**src/rtl/keypad_pkg.sv**
```systemverilog
// Shared key indices, key-to-digit map and debounce FSM encoding for the keypad entry block.
// Latency: n/a (constants and one combinational helper).
// Backpressure: n/a.
package keypad_pkg;

  // Scan result index is row*4+col; the 5th bit marks "no key".
  localparam logic [4:0] KEY_CLEAR = 5'd12;
  localparam logic [4:0] KEY_ENTER = 5'd14;
  localparam logic [4:0] KEY_NONE  = 5'd31;

  localparam int MAX_DIGITS = 4;

  // Digit value per key index, 4'hF for keys that are not decimal digits.
  // Nibble i holds index i: row0 = 1 2 3 A, row1 = 4 5 6 B, row2 = 7 8 9 C, row3 = * 0 # D.
  localparam logic [3:0]  NO_DIGIT      = 4'hF;
  localparam logic [63:0] KEY_DIGIT_MAP = 64'hFF0F_F987_F654_F321;

  typedef enum logic [1:0] {
    IDLE     = 2'd0,
    PRESS_DB = 2'd1,
    HELD     = 2'd2,
    REL_DB   = 2'd3
  } key_state_t;

  function automatic logic [3:0] key_digit(input logic [3:0] idx);
    logic [63:0] map;
    map = KEY_DIGIT_MAP;
    return map[{idx, 2'b00} +: 4];
  endfunction

endpackage

```
**src/rtl/keypad_scanner.sv**
```systemverilog
// Drives keypad columns, synchronises rows, reports the lowest pressed key index once per full scan.
// Latency: one scan_vld pulse per 4*SCAN_DIV cycles; rows reach the sampler through 2 flops.
// Backpressure: none; scan_vld is a single-cycle strobe that must be consumed when presented.
// Ports: clock, reset (sync, active-high), enable, kp_row (active-low, async),
//        kp_col (active-low one-hot drive), scan_key (row*4+col or KEY_NONE), scan_vld.
module keypad_scanner
  import keypad_pkg::*;
#(
  parameter int SCAN_DIV = 1000
) (
  input  logic       clock,
  input  logic       reset,
  input  logic       enable,
  input  logic [3:0] kp_row,
  output logic [3:0] kp_col,
  output logic [4:0] scan_key,
  output logic       scan_vld
);

  localparam int SW = (SCAN_DIV > 2) ? $clog2(SCAN_DIV) : 1;

  logic [SW-1:0] step;
  logic [1:0]    col;
  logic [3:0]    row_meta;
  logic [3:0]    row_sync;
  logic [4:0]    best;      // lowest index seen so far in the current scan
  logic [4:0]    col_hit;   // lowest index pressed in the active column
  logic [4:0]    merged;
  logic          last_step;

  assign last_step = (step == SW'(SCAN_DIV - 1));
  assign kp_col    = enable ? ~(4'b0001 << col) : 4'b1111;

  // Walk rows high to low so the lowest pressed row wins.
  always_comb begin
    col_hit = KEY_NONE;
    for (int r = 3; r >= 0; r--) begin
      if (!row_sync[r]) col_hit = {1'b0, 2'(r), col};
    end
    merged = (col_hit < best) ? col_hit : best;
  end

  always_ff @(posedge clock) begin
    if (reset) begin
      row_meta <= 4'hF;
      row_sync <= 4'hF;
      step     <= '0;
      col      <= 2'd0;
      best     <= KEY_NONE;
      scan_key <= KEY_NONE;
      scan_vld <= 1'b0;
    end else begin
      row_meta <= kp_row;
      row_sync <= row_meta;
      scan_vld <= 1'b0;
      if (!enable) begin
        step <= '0;
        col  <= 2'd0;
        best <= KEY_NONE;
      end else if (last_step) begin
        step <= '0;
        col  <= col + 2'd1;
        if (col == 2'd3) begin
          scan_key <= merged;
          scan_vld <= 1'b1;
          best     <= KEY_NONE;
        end else begin
          best <= merged;
        end
      end else begin
        step <= step + SW'(1);
      end
    end
  end

endmodule

```
**src/rtl/keypad_to_reg.sv**
```systemverilog
// Keypad entry: debounces scan results, accumulates up to 4 decimal digits, hands the value to the CPU.
// Latency: a press acts one cycle after the scan result that completes its debounce.
// Backpressure: data_valid/data_ack; an ENTER while a value is pending overwrites it and sets sticky overrun.
// Ports: clock, reset (sync, active-high), enable, kp_row/kp_col (keypad matrix, active-low),
//        data_out/data_valid/data_ack/overrun (CPU side), bcd_digits/digit_count (display echo).
module keypad_to_reg
  import keypad_pkg::*;
#(
  parameter int SCAN_DIV = 1000,
  parameter int DEBOUNCE = 4
) (
  input  logic        clock,
  input  logic        reset,
  input  logic        enable,
  input  logic [3:0]  kp_row,
  output logic [3:0]  kp_col,
  output logic [31:0] data_out,
  output logic        data_valid,
  input  logic        data_ack,
  output logic        overrun,
  output logic [15:0] bcd_digits,
  output logic [2:0]  digit_count
);

  localparam int CW = $clog2(DEBOUNCE + 1);
  localparam int VW = 14;  // 9999 is the largest 4-digit value

  logic [4:0]    scan_key;
  logic          scan_vld;
  key_state_t    state, state_n;
  logic [CW-1:0] cnt, cnt_n, cnt_inc;
  logic [4:0]    cand, cand_n;
  logic          accept;
  logic          key_present;
  logic [3:0]    digit;
  logic [VW-1:0] value;
  logic [VW-1:0] out_val;

  keypad_scanner #(
    .SCAN_DIV (SCAN_DIV)
  ) u_scanner (
    .clock    (clock),
    .reset    (reset),
    .enable   (enable),
    .kp_row   (kp_row),
    .kp_col   (kp_col),
    .scan_key (scan_key),
    .scan_vld (scan_vld)
  );

  assign key_present = (scan_key != KEY_NONE);
  assign cnt_inc     = cnt + CW'(1);
  assign digit       = key_digit(scan_key[3:0]);
  assign data_out    = {{(32 - VW){1'b0}}, out_val};

  always_comb begin
    state_n = state;
    cnt_n   = cnt;
    cand_n  = cand;
    accept  = 1'b0;
    if (!enable) begin
      // Pretend a key is being released so anything held across the enable edge must go up first.
      state_n = REL_DB;
      cnt_n   = '0;
    end else if (scan_vld) begin
      case (state)
        IDLE: begin
          if (key_present) begin
            cand_n = scan_key;
            cnt_n  = CW'(1);
            if (DEBOUNCE == 1) begin
              accept  = 1'b1;
              state_n = HELD;
            end else begin
              state_n = PRESS_DB;
            end
          end
        end
        PRESS_DB: begin
          if (scan_key == cand) begin
            cnt_n = cnt_inc;
            if (cnt_inc == CW'(DEBOUNCE)) begin
              accept  = 1'b1;
              state_n = HELD;
            end
          end else begin
            state_n = IDLE;
          end
        end
        HELD: begin
          if (!key_present) begin
            cnt_n   = CW'(1);
            state_n = (DEBOUNCE == 1) ? IDLE : REL_DB;
          end
        end
        REL_DB: begin
          if (key_present) begin
            state_n = HELD;
          end else begin
            cnt_n = cnt_inc;
            if (cnt_inc >= CW'(DEBOUNCE)) state_n = IDLE;
          end
        end
        default: state_n = IDLE;
      endcase
    end
  end

  always_ff @(posedge clock) begin
    if (reset) begin
      state <= IDLE;
      cnt   <= '0;
      cand  <= KEY_NONE;
    end else begin
      state <= state_n;
      cnt   <= cnt_n;
      cand  <= cand_n;
    end
  end

  // Accept only fires on the debounce-completing result, which always carries the accepted key.
  always_ff @(posedge clock) begin
    if (reset) begin
      value       <= '0;
      bcd_digits  <= '0;
      digit_count <= '0;
      out_val     <= '0;
      data_valid  <= 1'b0;
      overrun     <= 1'b0;
    end else begin
      if (data_ack && data_valid) data_valid <= 1'b0;
      if (accept) begin
        if (scan_key == KEY_CLEAR) begin
          value       <= '0;
          bcd_digits  <= '0;
          digit_count <= '0;
        end else if (scan_key == KEY_ENTER) begin
          out_val     <= value;
          data_valid  <= 1'b1;  // wins over a same-cycle ack
          if (data_valid && !data_ack) overrun <= 1'b1;
          value       <= '0;
          bcd_digits  <= '0;
          digit_count <= '0;
        end else if (digit != NO_DIGIT && digit_count < 3'(MAX_DIGITS)) begin
          value       <= value * VW'(10) + {{(VW - 4){1'b0}}, digit};
          bcd_digits  <= {bcd_digits[11:0], digit};
          digit_count <= digit_count + 3'd1;
        end
      end
    end
  end

endmodule

```
**config.mk**
```make
export PLATFORM = sky130hd
export DESIGN_NAME = keypad_to_reg
export DESIGN_NICKNAME = d
export VERILOG_FILES = /design/src/rtl/keypad_pkg.sv /design/src/rtl/keypad_scanner.sv /design/src/rtl/keypad_to_reg.sv
export SDC_FILE = /design/constraint.sdc
export NUM_CORES = 1
export LEC_CHECK = 0
export CAP_MARGIN = 10
export CORE_ASPECT_RATIO = 1.5
export CORE_MARGIN = 5
export CORE_UTILIZATION = 50
export DETAILED_ROUTE_END_ITERATION = 10
export GPL_TIMING_DRIVEN = 0
export PLACE_DENSITY = 0.77
export SYNTH_ARGS = -nofsm -noshare
export SYNTH_HDL_FRONTEND = slang
export SYNTH_SLANG_ARGS = --single-unit
export TNS_END_PERCENT = 50
```
**constraint.sdc**
```tcl
create_clock -name clock -period 2.67 [get_ports clock]
set_input_delay 0.267 -clock clock [delete_from_list [all_inputs] [get_ports clock]]
set_output_delay 0.267 -clock clock [all_outputs]
set_load 0.01 [all_outputs]
```
==> results.txt <==
----------------------------------------------------
[Final layout]
  Final design instance area without fill ... 6116 um^2
  Count of filler cells inserted in the layout ... 783
  Share of post-route cells with drive strength above 1 ... 0.1879
  Area used by sequential logic in the layout ... 1802 um^2
  Leading cell types in the layout, fill and taps excluded ... dfxtp_1 (83), nor2_1 (61), nand2_1 (49)
  Commonest non-fill, non-tap cell in the layout ... dfxtp_1
  Antenna diode count ... 0
  Number of nets in the final layout ... 688
  Layout overhead on the synthesized area ... 26.93%
  Multi-input logic area ... just under 3000 um^2

[STA]
  Highest clock rate ... 376.6 MHz
  Total count of max-transition violations in the final report ... 0
  Rel. slew slack ... 0.5110
  Layout Skew ... 0.008837 ns
  Unrepaired setup endpoints after global routing ... true
  Final hold violation count ... 0
  Fraction of the cycle the final worst path needs ... 0.9944
  Final worst path period need ... 2.655 ns
  Count of endpoints failing setup in the final report ... 0
  Tightest Pin Transition ... between 0.7 and 0.8 ns
  Sum Neg Setup Slack ... 0 ns

[Drt]
  DRC ... 0
  Number of iterations in the first detailed-routing pass ... 6
  Total Routed Length ... ~12000 um
  Via-per-instance ratio ... 5.609
  Antenna-violating nets left ... 0
  Post-DR wirelength/cell ... between 15 and 20 um
  Via count ... 4257
  Number of DRC violations after detailed-routing iteration 0 ... 203

[Clock tree]
  Num CTS Buffers ... 9
  CTS HTree Levels ... 3
  Worst-skew pair later-pin latency ... 0.35 ns
  Number of clock sinks ... a little under 90
  Reg clk slew, reported paths ... around 0.070 ns
  TritonCTS clock tree ... done
  Hold buffer count at cts ... 0
  CTS Root Cell ... clkbuf_16
  Worst-case clock buffer depth ... 2

[Synth]
  Sequential element share of the synthesized area ... 0.3698
  Yosys reg bits ... around 90
  Portion of synthesized cell area occupied by the leading cell type ... 0.3698
  Flip-flop cell with the highest count after synthesis ... dfxtp_1
  Cell type with the highest aggregate area in the netlist ... dfxtp_1
  Ys Warns ... 0
  Avg Inst Size Synth ... 8.793 um^2
  Ranking of synthesized cells by area ... dfxtp_1 (37%), ha_1 (10%), nor2_1 (5.0%)
  Number of instances in the synthesized netlist ... 548
  Number of synthesized flops with an enable pin ... 0
  Combined area of all synthesized cells ... approximately 4800 um^2
  Unique cell type count in the Yosys netlist ... 63
  Async S/R FF share, synth ... 0

[Setup path]
  Worst reg2reg path startpoint ... value[5]
  CP Launch Type ... register
  RR Endpoint ... value[11]
  Largest fanout on the critical path ... 4
  Critical-path top delay cell ... dfxtp_1
  R2R Setup Slk ... 0.01 ns
  Worst endpoint required time ... 2.91 ns
  Worst setup path category ... reg2reg
  Largest stage delay, worst path ... 0.43 ns
  Worst r2r path cells ... 9
  Worst EP arrival ... 2.89 ns
  Cell chain of the critical path ... ha_1 -> ha_1 -> a211o_4 -> a21o_1 -> a311oi_2 -> buf_4 -> nand3b_1 -> xor2_1 -> o21ai_1
  Endpoint kind of the worst setup timing path ... register
  Most common cell type on the critical path ... ha_1

[Worst hold path]
  Worst Hold End ... state[0]
  Worst min-delay path startpoint ... enable
  Hold Crit Depth ... 2
  Kind of path behind the tightest hold check ... in2reg

[Placement]
  Post-place instance area ... 5483 um^2
  Half-perimeter wire length after placement ... 8494 um
  Count of input and output buffers ... between 40 and 50
  Routability cong. ... 0.8809

[Power]
  Reported leakage power ... 2.426 nW
  Maximum ir drop on the vdd rail ... 0.4158 mV
  Areal power density over the cells ... 433.2 nW/um^2
  Total chip power ... about 2.6 mW

[Floorplan]
  CORE AREA ... approximately 9600 um^2
  Cell Rows ... 44
  Starting Density ... 0.5030
  Die outline height ... 130.2 um
  Total die area ... 11740 um^2
  Horizontal die dimension ... 90.15 um
  Top-level port count ... 65

[GRT]
  First-pass GRT wire length ... 18860 um
  Maximum number of pins on one net before global-route repair ... 17
  Total global routing track utilization ... 0.1949
  Gr ovfl total ... 0
  Antenna violations before repair ... 0
  Number of global-route vias before repair ... 4089

[Run]
  Number of max-cap violations ... 0

[Run status]
  Result of the run ... finished clean

----------------------------------------------------
## sequential cells by signal (all words and copies together) (netlist names)
signal,flops
u_scanner.scan_vld,1
u_scanner.row_meta,4
data_valid,1
cnt,3
u_scanner.best,5
u_scanner.col,2
u_scanner.step,10
bcd_digits,16
overrun,1
cand,5
out_val,14
value,13
u_scanner.scan_key,5
state,2
u_scanner.row_sync,4
digit_count,3
## synth_stat cells (4+ instances only)
cell type,number
clkbuf_1,18
nand2_1,49
nor2_1,64
ha_1,39
o21a_1,4
inv_1,18
a21oi_1,33
nand2b_1,12
a211o_1,6
o21ai_0,11
a22oi_1,25
buf_2,5
or2_2,13
a211oi_1,5
a31oi_1,5
buf_4,19
o22ai_1,5
o32a_1,4
xor2_1,20
nand4_1,6
nor2b_1,5
dfxtp_1,89
nand3_1,11
xnor2_1,13
o21ai_1,4
nand3b_1,4
## report_power, final
part           total, mW  switching, mW  internal (mW)
Sequential          1.34        0.00506           1.33
Clock               1.19          0.547          0.643
Combinational      0.123         0.0723         0.0511
## per-layer routing
layer	global-route usage	vias to the layer above	routed length, um
li1	-	2081	-
met1	0.1906	2010	4357
met2	0.3815	126	6513
met3	0.03403	40	408
met4	0.1113	0	511
met5	0	-	0
## critical path, delay by kind of cell (launching register included)
kind                       cells  cell delay [ns]
adders and majority gates      2             0.69
xor gates and xnor gates       1             0.19
DFF                            1             0.43
buffers and inverters          1             0.18
and+or+nand+nor                1             0.12
AOI/OAI and AO/OA              4             0.94
## kinds of logic (layout without fill, tap and decap cells)
kind of cell / after synthesis / count (layout) / synth area share
AOI/OAI and AO/OA: 125 / 125 / 0.1797
xor gates and xnor gates: 33 / 33 / 0.05999
adders and majority gates: 41 / 41 / 0.1096
buffers and inverters: 64 / 143 / 0.07063
DFF: 89 / 89 / 0.3698
muxes: 5 / 5 / 0.01350
other: 1 / 18 / 0.0007783
and+or+nand+nor: 190 / 190 / 0.1961
## worst max-delay path by stage
| stage | start | to | slack, ns | cells past startpoint |
|---|---|---|---|---|
| after floorplan | u_scanner.scan_key[1] | value[13] | 0.002 | 13 |
| after global placement | value[1] | value[13] | -0.27 | 10 |
| after detailed placement | value[1] | value[13] | -0.36 | 10 |
| after CTS | u_scanner.scan_key[0] | value[13] | -0.04 | 13 |
| after global routing | u_scanner.scan_key[1] | value[12] | -0.08 | 13 |
| final | value[5] | value[11] | 0.01 | 9 |
## through the flow
stage	worst slack [ns]	hold WS [ns]	util	cells
after global routing	-0.08042	0.4015	0.6385	759
after global placement	-0.2667	0.3923	0.5724	724
after floorplan	0.001794	0.3708	-	565
after CTS	-0.03847	0.3540	0.6292	754
final	0.01493	0.3583	0.6385	759
after detailed placement	-0.3625	0.3938	0.5724	724
## cell type report
type	instances	share of cell area
multi-input combinational	412	0.4828
sequential	89	0.2946
clock buffer	10	0.03744
tap	115	0.02353
clock inverter	6	0.008592
timing repair buffer	64	0.09656
inverter	19	0.01248
buffer	44	0.04399
## repair_timing
action,CTS,global route
gates cloned,0,0
gates resized for setup,36,12
setup buffers,14,6
endpoints found under the setup margin,11,17
pin swaps,15,17
Note: power is estimated with default switching activity, not from simulation.
